### src/rtl/alu_mc_if.sv
// alu_mc_if: operand/result handshake bundle between the EX stage and alu_mc
interface alu_mc_if #(
   parameter int DATA_WIDTH    = 32,
   parameter int OPCODE_LENGTH = 4
);
   logic                     in_valid;
   logic                     in_ready;
   logic [DATA_WIDTH-1:0]    SrcA;
   logic [DATA_WIDTH-1:0]    SrcB;
   logic [OPCODE_LENGTH-1:0] Operation;
   logic                     out_valid;
   logic                     out_ready;
   logic [DATA_WIDTH-1:0]    ALUResult;
   logic                     busy;
   modport master (
      output in_valid, SrcA, SrcB, Operation, out_ready,
      input  in_ready, out_valid, ALUResult, busy
   );
   modport slave (
      input  in_valid, SrcA, SrcB, Operation, out_ready,
      output in_ready, out_valid, ALUResult, busy
   );
endinterface

### src/rtl/alu_mc.sv
// alu_mc: multi-cycle RISC-V EX-stage ALU (integer ops, MUL/MULH, restoring DIV/REM) with valid/ready handshake
module alu_mc #(
   parameter int DATA_WIDTH    = 32,
   parameter int OPCODE_LENGTH = 4
) (
   input logic     clk,
   input logic     reset,
   input logic     flush,
   alu_mc_if.slave bus
);
   localparam int W  = DATA_WIDTH;
   localparam int SW = $clog2(W);
   typedef logic [OPCODE_LENGTH-1:0] op_t;
   localparam op_t OP_AND  = op_t'(0);
   localparam op_t OP_SUB  = op_t'(1);
   localparam op_t OP_ADD  = op_t'(2);
   localparam op_t OP_NE   = op_t'(3);
   localparam op_t OP_OR   = op_t'(4);
   localparam op_t OP_XOR  = op_t'(5);
   localparam op_t OP_SLT  = op_t'(6);
   localparam op_t OP_SLTU = op_t'(7);
   localparam op_t OP_EQ   = op_t'(8);
   localparam op_t OP_SLL  = op_t'(9);
   localparam op_t OP_SRL  = op_t'(10);
   localparam op_t OP_SRA  = op_t'(11);
   localparam op_t OP_MUL  = op_t'(12);
   localparam op_t OP_MULH = op_t'(13);
   localparam op_t OP_DIV  = op_t'(14);
   localparam op_t OP_REM  = op_t'(15);
   localparam logic [W-1:0] MIN = {1'b1, {(W-1){1'b0}}};
   typedef enum logic [1:0] {IDLE, MUL, DIV, DONE} state_t;
   state_t         state_q, state_d;
   op_t            op_q, op_d;
   logic [W-1:0]   a_q, a_d, b_q, b_d, res_q, res_d;
   logic [W-1:0]   rem_q, rem_d, quo_q, quo_d, dvs_q, dvs_d;
   logic [2*W-1:0] prod_q, prod_d;
   logic [SW-1:0]  cnt_q, cnt_d;
   logic           negq_q, negq_d, negr_q, negr_d;
   logic [W-1:0]   sa, sb, simple, special_res, quo_n, rem_n, div_res;
   logic [SW-1:0]  sh;
   logic [2*W-1:0] full;
   logic [W:0]     trial, diff;
   logic           is_mul, is_div, div_zero, div_ovf;
   always_comb begin
      sa = bus.SrcA;
      sb = bus.SrcB;
      sh = sb[SW-1:0];
      case (bus.Operation)
         OP_AND:  simple = sa & sb;
         OP_SUB:  simple = sa - sb;
         OP_ADD:  simple = sa + sb;
         OP_NE:   simple = W'(sa != sb);
         OP_OR:   simple = sa | sb;
         OP_XOR:  simple = sa ^ sb;
         OP_SLT:  simple = W'($signed(sa) < $signed(sb));
         OP_SLTU: simple = W'(sa < sb);
         OP_EQ:   simple = W'(sa == sb);
         OP_SLL:  simple = sa << sh;
         OP_SRL:  simple = sa >> sh;
         OP_SRA:  simple = W'($signed(sa) >>> sh);
         default: simple = '0;
      endcase
      is_mul = bus.Operation == OP_MUL || bus.Operation == OP_MULH;
      is_div = bus.Operation == OP_DIV || bus.Operation == OP_REM;
      div_zero = sb == '0;
      div_ovf = sa == MIN && sb == '1;
      special_res = (bus.Operation == OP_DIV) ? (div_zero ? '1 : sa) : (div_zero ? sa : '0);
      full = $signed({{W{a_q[W-1]}}, a_q}) * $signed({{W{b_q[W-1]}}, b_q});
      // one restoring step: shift in the next dividend bit, subtract if it fits
      trial = {rem_q, quo_q[W-1]};
      diff = trial - {1'b0, dvs_q};
      rem_n = diff[W] ? trial[W-1:0] : diff[W-1:0];
      quo_n = {quo_q[W-2:0], ~diff[W]};
      div_res = (op_q == OP_DIV) ? (negq_q ? -quo_n : quo_n) : (negr_q ? -rem_n : rem_n);
   end
   always_comb begin
      state_d = state_q;
      op_d = op_q;
      a_d = a_q;
      b_d = b_q;
      res_d = res_q;
      prod_d = prod_q;
      rem_d = rem_q;
      quo_d = quo_q;
      dvs_d = dvs_q;
      cnt_d = cnt_q;
      negq_d = negq_q;
      negr_d = negr_q;
      if (flush) begin
         state_d = IDLE;
         res_d = '0;
      end else begin
         case (state_q)
            IDLE: if (bus.in_valid) begin
               op_d = bus.Operation;
               a_d = sa;
               b_d = sb;
               rem_d = '0;
               quo_d = sa[W-1] ? -sa : sa;
               dvs_d = sb[W-1] ? -sb : sb;
               cnt_d = '0;
               negq_d = sa[W-1] ^ sb[W-1];
               negr_d = sa[W-1];
               state_d = is_mul ? MUL : (is_div && !div_zero && !div_ovf) ? DIV : DONE;
               res_d = is_div ? special_res : simple;
            end
            MUL: begin
               prod_d = full;
               state_d = DONE;
            end
            DIV: begin
               rem_d = rem_n;
               quo_d = quo_n;
               cnt_d = cnt_q + SW'(1);
               if (cnt_q == SW'(W - 1)) begin
                  res_d = div_res;
                  state_d = DONE;
               end
            end
            DONE: state_d = bus.out_ready ? IDLE : DONE;
            default: state_d = IDLE;
         endcase
      end
   end
   always_ff @(posedge clk or posedge reset) begin
      if (reset) begin
         state_q <= IDLE;
         op_q <= '0;
         a_q <= '0;
         b_q <= '0;
         res_q <= '0;
         prod_q <= '0;
         rem_q <= '0;
         quo_q <= '0;
         dvs_q <= '0;
         cnt_q <= '0;
         negq_q <= 1'b0;
         negr_q <= 1'b0;
      end else begin
         state_q <= state_d;
         op_q <= op_d;
         a_q <= a_d;
         b_q <= b_d;
         res_q <= res_d;
         prod_q <= prod_d;
         rem_q <= rem_d;
         quo_q <= quo_d;
         dvs_q <= dvs_d;
         cnt_q <= cnt_d;
         negq_q <= negq_d;
         negr_q <= negr_d;
      end
   end
   assign bus.in_ready = state_q == IDLE;
   assign bus.out_valid = state_q == DONE;
   assign bus.busy = state_q == MUL || state_q == DIV;
   assign bus.ALUResult = (op_q == OP_MUL) ? prod_q[W-1:0] : (op_q == OP_MULH) ? prod_q[2*W-1:W] : res_q;
endmodule

### src/flat_wrapper.sv
// flat-port wrapper written by rule: the top's interface ports become plain ports
module alu_mc_flat 
#(
   parameter int DATA_WIDTH    = 32,
   parameter int OPCODE_LENGTH = 4
)
  (clk, reset, flush, bus_in_valid, bus_SrcA, bus_SrcB, bus_Operation, bus_out_ready, bus_in_ready, bus_out_valid, bus_ALUResult, bus_busy);
  alu_mc_if #(.DATA_WIDTH(DATA_WIDTH), .OPCODE_LENGTH(OPCODE_LENGTH)) bus_i ();
  input logic clk;
  input logic reset;
  input logic flush;
  input wire logic [$bits(bus_i.in_valid)-1:0] bus_in_valid;
  input wire logic [$bits(bus_i.SrcA)-1:0] bus_SrcA;
  input wire logic [$bits(bus_i.SrcB)-1:0] bus_SrcB;
  input wire logic [$bits(bus_i.Operation)-1:0] bus_Operation;
  input wire logic [$bits(bus_i.out_ready)-1:0] bus_out_ready;
  output wire logic [$bits(bus_i.in_ready)-1:0] bus_in_ready;
  output wire logic [$bits(bus_i.out_valid)-1:0] bus_out_valid;
  output wire logic [$bits(bus_i.ALUResult)-1:0] bus_ALUResult;
  output wire logic [$bits(bus_i.busy)-1:0] bus_busy;
  assign bus_i.in_valid = bus_in_valid;
  assign bus_i.SrcA = bus_SrcA;
  assign bus_i.SrcB = bus_SrcB;
  assign bus_i.Operation = bus_Operation;
  assign bus_i.out_ready = bus_out_ready;
  assign bus_in_ready = bus_i.in_ready;
  assign bus_out_valid = bus_i.out_valid;
  assign bus_ALUResult = bus_i.ALUResult;
  assign bus_busy = bus_i.busy;
  alu_mc #(.DATA_WIDTH(DATA_WIDTH), .OPCODE_LENGTH(OPCODE_LENGTH)) u_core (.clk(clk), .reset(reset), .flush(flush), .bus(bus_i));
endmodule
### config.mk
export PLATFORM = sky130hd
export DESIGN_NAME = alu_mc_flat
export DESIGN_NICKNAME = d
export VERILOG_FILES = /design/src/rtl/alu_mc_if.sv /design/src/rtl/alu_mc.sv /design/src/flat_wrapper.sv
export SDC_FILE = /design/constraint.sdc
export NUM_CORES = 2
export LEC_CHECK = 0
export CAP_MARGIN = 20
export CORE_UTILIZATION = 39
export CTS_BUF_LIST = sky130_fd_sc_hd__clkbuf_8 sky130_fd_sc_hd__clkbuf_16
export CTS_CLUSTER_DIAMETER = 80
export DETAILED_ROUTE_END_ITERATION = 7
export PLACE_DENSITY = 0.51
export RECOVER_POWER = 25
export SLEW_MARGIN = 25
export SYNTH_ARGS = -nofsm -noshare
export SYNTH_HDL_FRONTEND = slang
export SYNTH_SLANG_ARGS = --single-unit
### constraint.sdc
create_clock -name clk -period 26.7 [get_ports clk]
set_input_delay 6.675 -clock clk [delete_from_list [all_inputs] [get_ports clk]]
set_output_delay 6.675 -clock clk [all_outputs]
set_load 0.02 [all_outputs]
==> metrics <==
CTS Hold Bufs=0; core area=0.156 mm^2; Post-synth top cells=inv_1, fa_1, nand2_1; delay of the slowest cell on the worst path=3170 ps; Worst-Margin Slew=5720 ps; Vias=51800; Fmax achieved=74.2 MHz; Rows=145; Worst-Skew Late Latency=600 ps; cell count after synthesis=7166; final period utilization=0.505; EDFF count, synth=0; wirelength, routed=253000 um; CTS Sinks=267; cell count along the critical path=4; worst path buffer plus inverter count=4; DIE WIDTH=399 um; CTS tree=yes; drt first pass iters=6; slew margin rel.=-2.84; fin crit period=13480 ps; Port Buf Inserts=107; # resized after CTS=0; DRC=0; Fillers=15800; All-Layer GR Usage=0.321; Crit Path Max Fanout=108; Starting Density=0.393; hpwl dp=201000 um; max-slew violations=268; dominant synthesized flop cell=dfrtp_1; Clock Tree Root=clkbuf_16; Final GP Congestion=0.987; vias in the first global route=53300; Yosys reg bits=267; Antenna Nets Post-Route=0; Fin. Hold Viols=0; post-synth top area cell=fa_1; final setup fails=0; FF-to-FF path depth=28; Die Ht=399 um; startpoint types=input pin; Die Area=0.159 mm^2; first-pass GRT wire length=372000 um; # H-tree levels=2; Synth Cell Area=0.0614 mm^2; WL/cell=27.7 um; Worst R2R Setup Slack=17050 ps; layout cells sized above 1=0.0513; R2R Path Start=u_core.a_q[13]$_DFFE_PP0P_; P&R area growth vs syn=7.30%; Iter 0 DRT Violations=4291; critical path capture point type=asynchronous set/reset pin; Syn Area/Cell=8.57 um^2; fin nets=8499; CTS buffer count=38; FF-to-FF End=u_core.prod_q[57]$_DFFE_PP0P_; largest net degree at the start of global routing=109; Hold Crit Endpoint=u_core.dvs_q[7]$_DFFE_PP0P_; Setup TNS=0 ps; RSZ-0062 raised after global routing=false; register area share after synthesis=0.109; status=finished with violations; Post-CTS Setup Inserts=0; crit-path cells=dlygate4sd3_1 -> clkinvlp_2 -> clkbuf_1 -> buf_4; Reg clk slew, reported paths=50 ps; Clock Path Buffers=3; failing checks=capacitance limit, slew limit; count leader, synth=inv_1; Syn. warnings=0; syn nets=8648; Max Cap Viol=5; Worst Path Arrival=14160 ps; total global routing overflow=0; area share of the largest cell type after synthesis=0.354; worst hold margin=476 ps; Post-synth ARST share=1.00; Setup CP Type=input pin to asynchronous set/reset pin; clk_skew=34.9 ps; HP Start=u_core.dvs_q[7]$_DFFE_PP0P_; # IOs=108; Tightest Hold Check Type=flop to flop; vias per cell=5.68; required time worst endpoint=27380 ps; hold depth=2; slowest CP cell=clkinvlp_2; Distinct cells, synth=91; largest cells by area after synthesis=fa_1, dfrtp_1, inv_1, ha_1, nand2_1; initial antenna violation count=14; CP delay by family, top=buffers and inverters
[state kept, by name, summed over array words and instances, names as in the netlist]
name	count
u_core.dvs_q	32
u_core.cnt_q	5
u_core.prod_q	64
u_core.rem_q	32
u_core.negr_q	1
u_core.negq_q	1
u_core.res_q	32
u_core.b_q	31
u_core.a_q	31
u_core.op_q	4
u_core.quo_q	32
u_core.state_q	2
[routing by layer]
metal / track usage / vias to the layer above / share of wire
li1: - / 22600 / -
met1: 0.423 / 26700 / 0.42
met2: 0.516 / 1938 / 0.46
met3: 0.0484 / 487 / 0.062
met4: 0.155 / 12 / 0.057
met5: 0 / - / 0.00030
[layout by cell type, fill, tap and decap left out, types with 59 or more instances in the layout]
master	netlist	routed
inv_1	1145	1152
fa_1	1085	1085
nand2_1	984	981
and2_1	503	502
o21ai_0	445	443
nor2_1	327	324
ha_1	324	323
a21oi_1	291	291
dfrtp_1	267	265
buf_4	0	167
xnor2_1	140	140
clkdlybuf4s50_1	0	99
mux2i_1	93	92
nor3_1	71	67
xor2_1	65	65
o211ai_1	60	60
mux4_2	60	60
a21o_1	59	59
[area by class of cell]
type                            count  area (um^2)  share of cell area
Timing Repair Buffer              278         2310              0.0351
Antenna cell                        6         15.0            0.000228
Multi-Input combinational cell   5282        48700               0.739
Clock inverter                     23          236             0.00359
Sequential cell                   267         6680               0.101
Clock buffer                       43         1030              0.0156
Tap cell                         2058         2570              0.0391
Inverter                         1150         4320              0.0655
[worst max-delay path by stage]
stage	start	endpoint	slack, ps
6_report	reset	u_core.dvs_q[2]$_DFFE_PP0P_	13220
5_1_grt	reset	u_core.res_q[3]$_DFFE_PP0P_	12150
4_1_cts	bus_SrcB[4]	u_core.res_q[25]$_DFFE_PP0P_	15320
3_5_place_dp	bus_SrcB[4]	u_core.res_q[25]$_DFFE_PP0P_	14680
3_3_place_gp	bus_SrcB[14]	u_core.res_q[27]$_DFFE_PP0P_	14520
2_1_floorplan	reset	u_core.a_q[0]$_DFFE_PP0P_	12670
[worst min-delay path, cell delays in order, from the launching register on]
cell and delay, ps:
dfrtp_1 340, nand2_1 40, o21ai_0 60
[through the flow]
step	setup WS, ps	cells	instance area (um^2)	utilization
5_1_grt	12150	9101	65900	0.422
6_report	13220	9107	65900	0.422
2_1_floorplan	12670	7166	61400	-
3_5_place_dp	14680	9035	64600	0.414
3_3_place_gp	14520	9034	64600	0.414
4_1_cts	15320	9101	65900	0.422
[cell families after synthesis]
group,Yosys count,share of synthesized area
compound gates,1322,0.135
xor+xnor,205,0.0292
flops,267,0.109
simple gates,2184,0.169
buf+inv,1617,0.0994
fa+ha+maj,1409,0.420
mux,162,0.0388
Power is not shown: default switching activity piles up to over one toggle a cycle in this logic, so the estimate is an artifact.
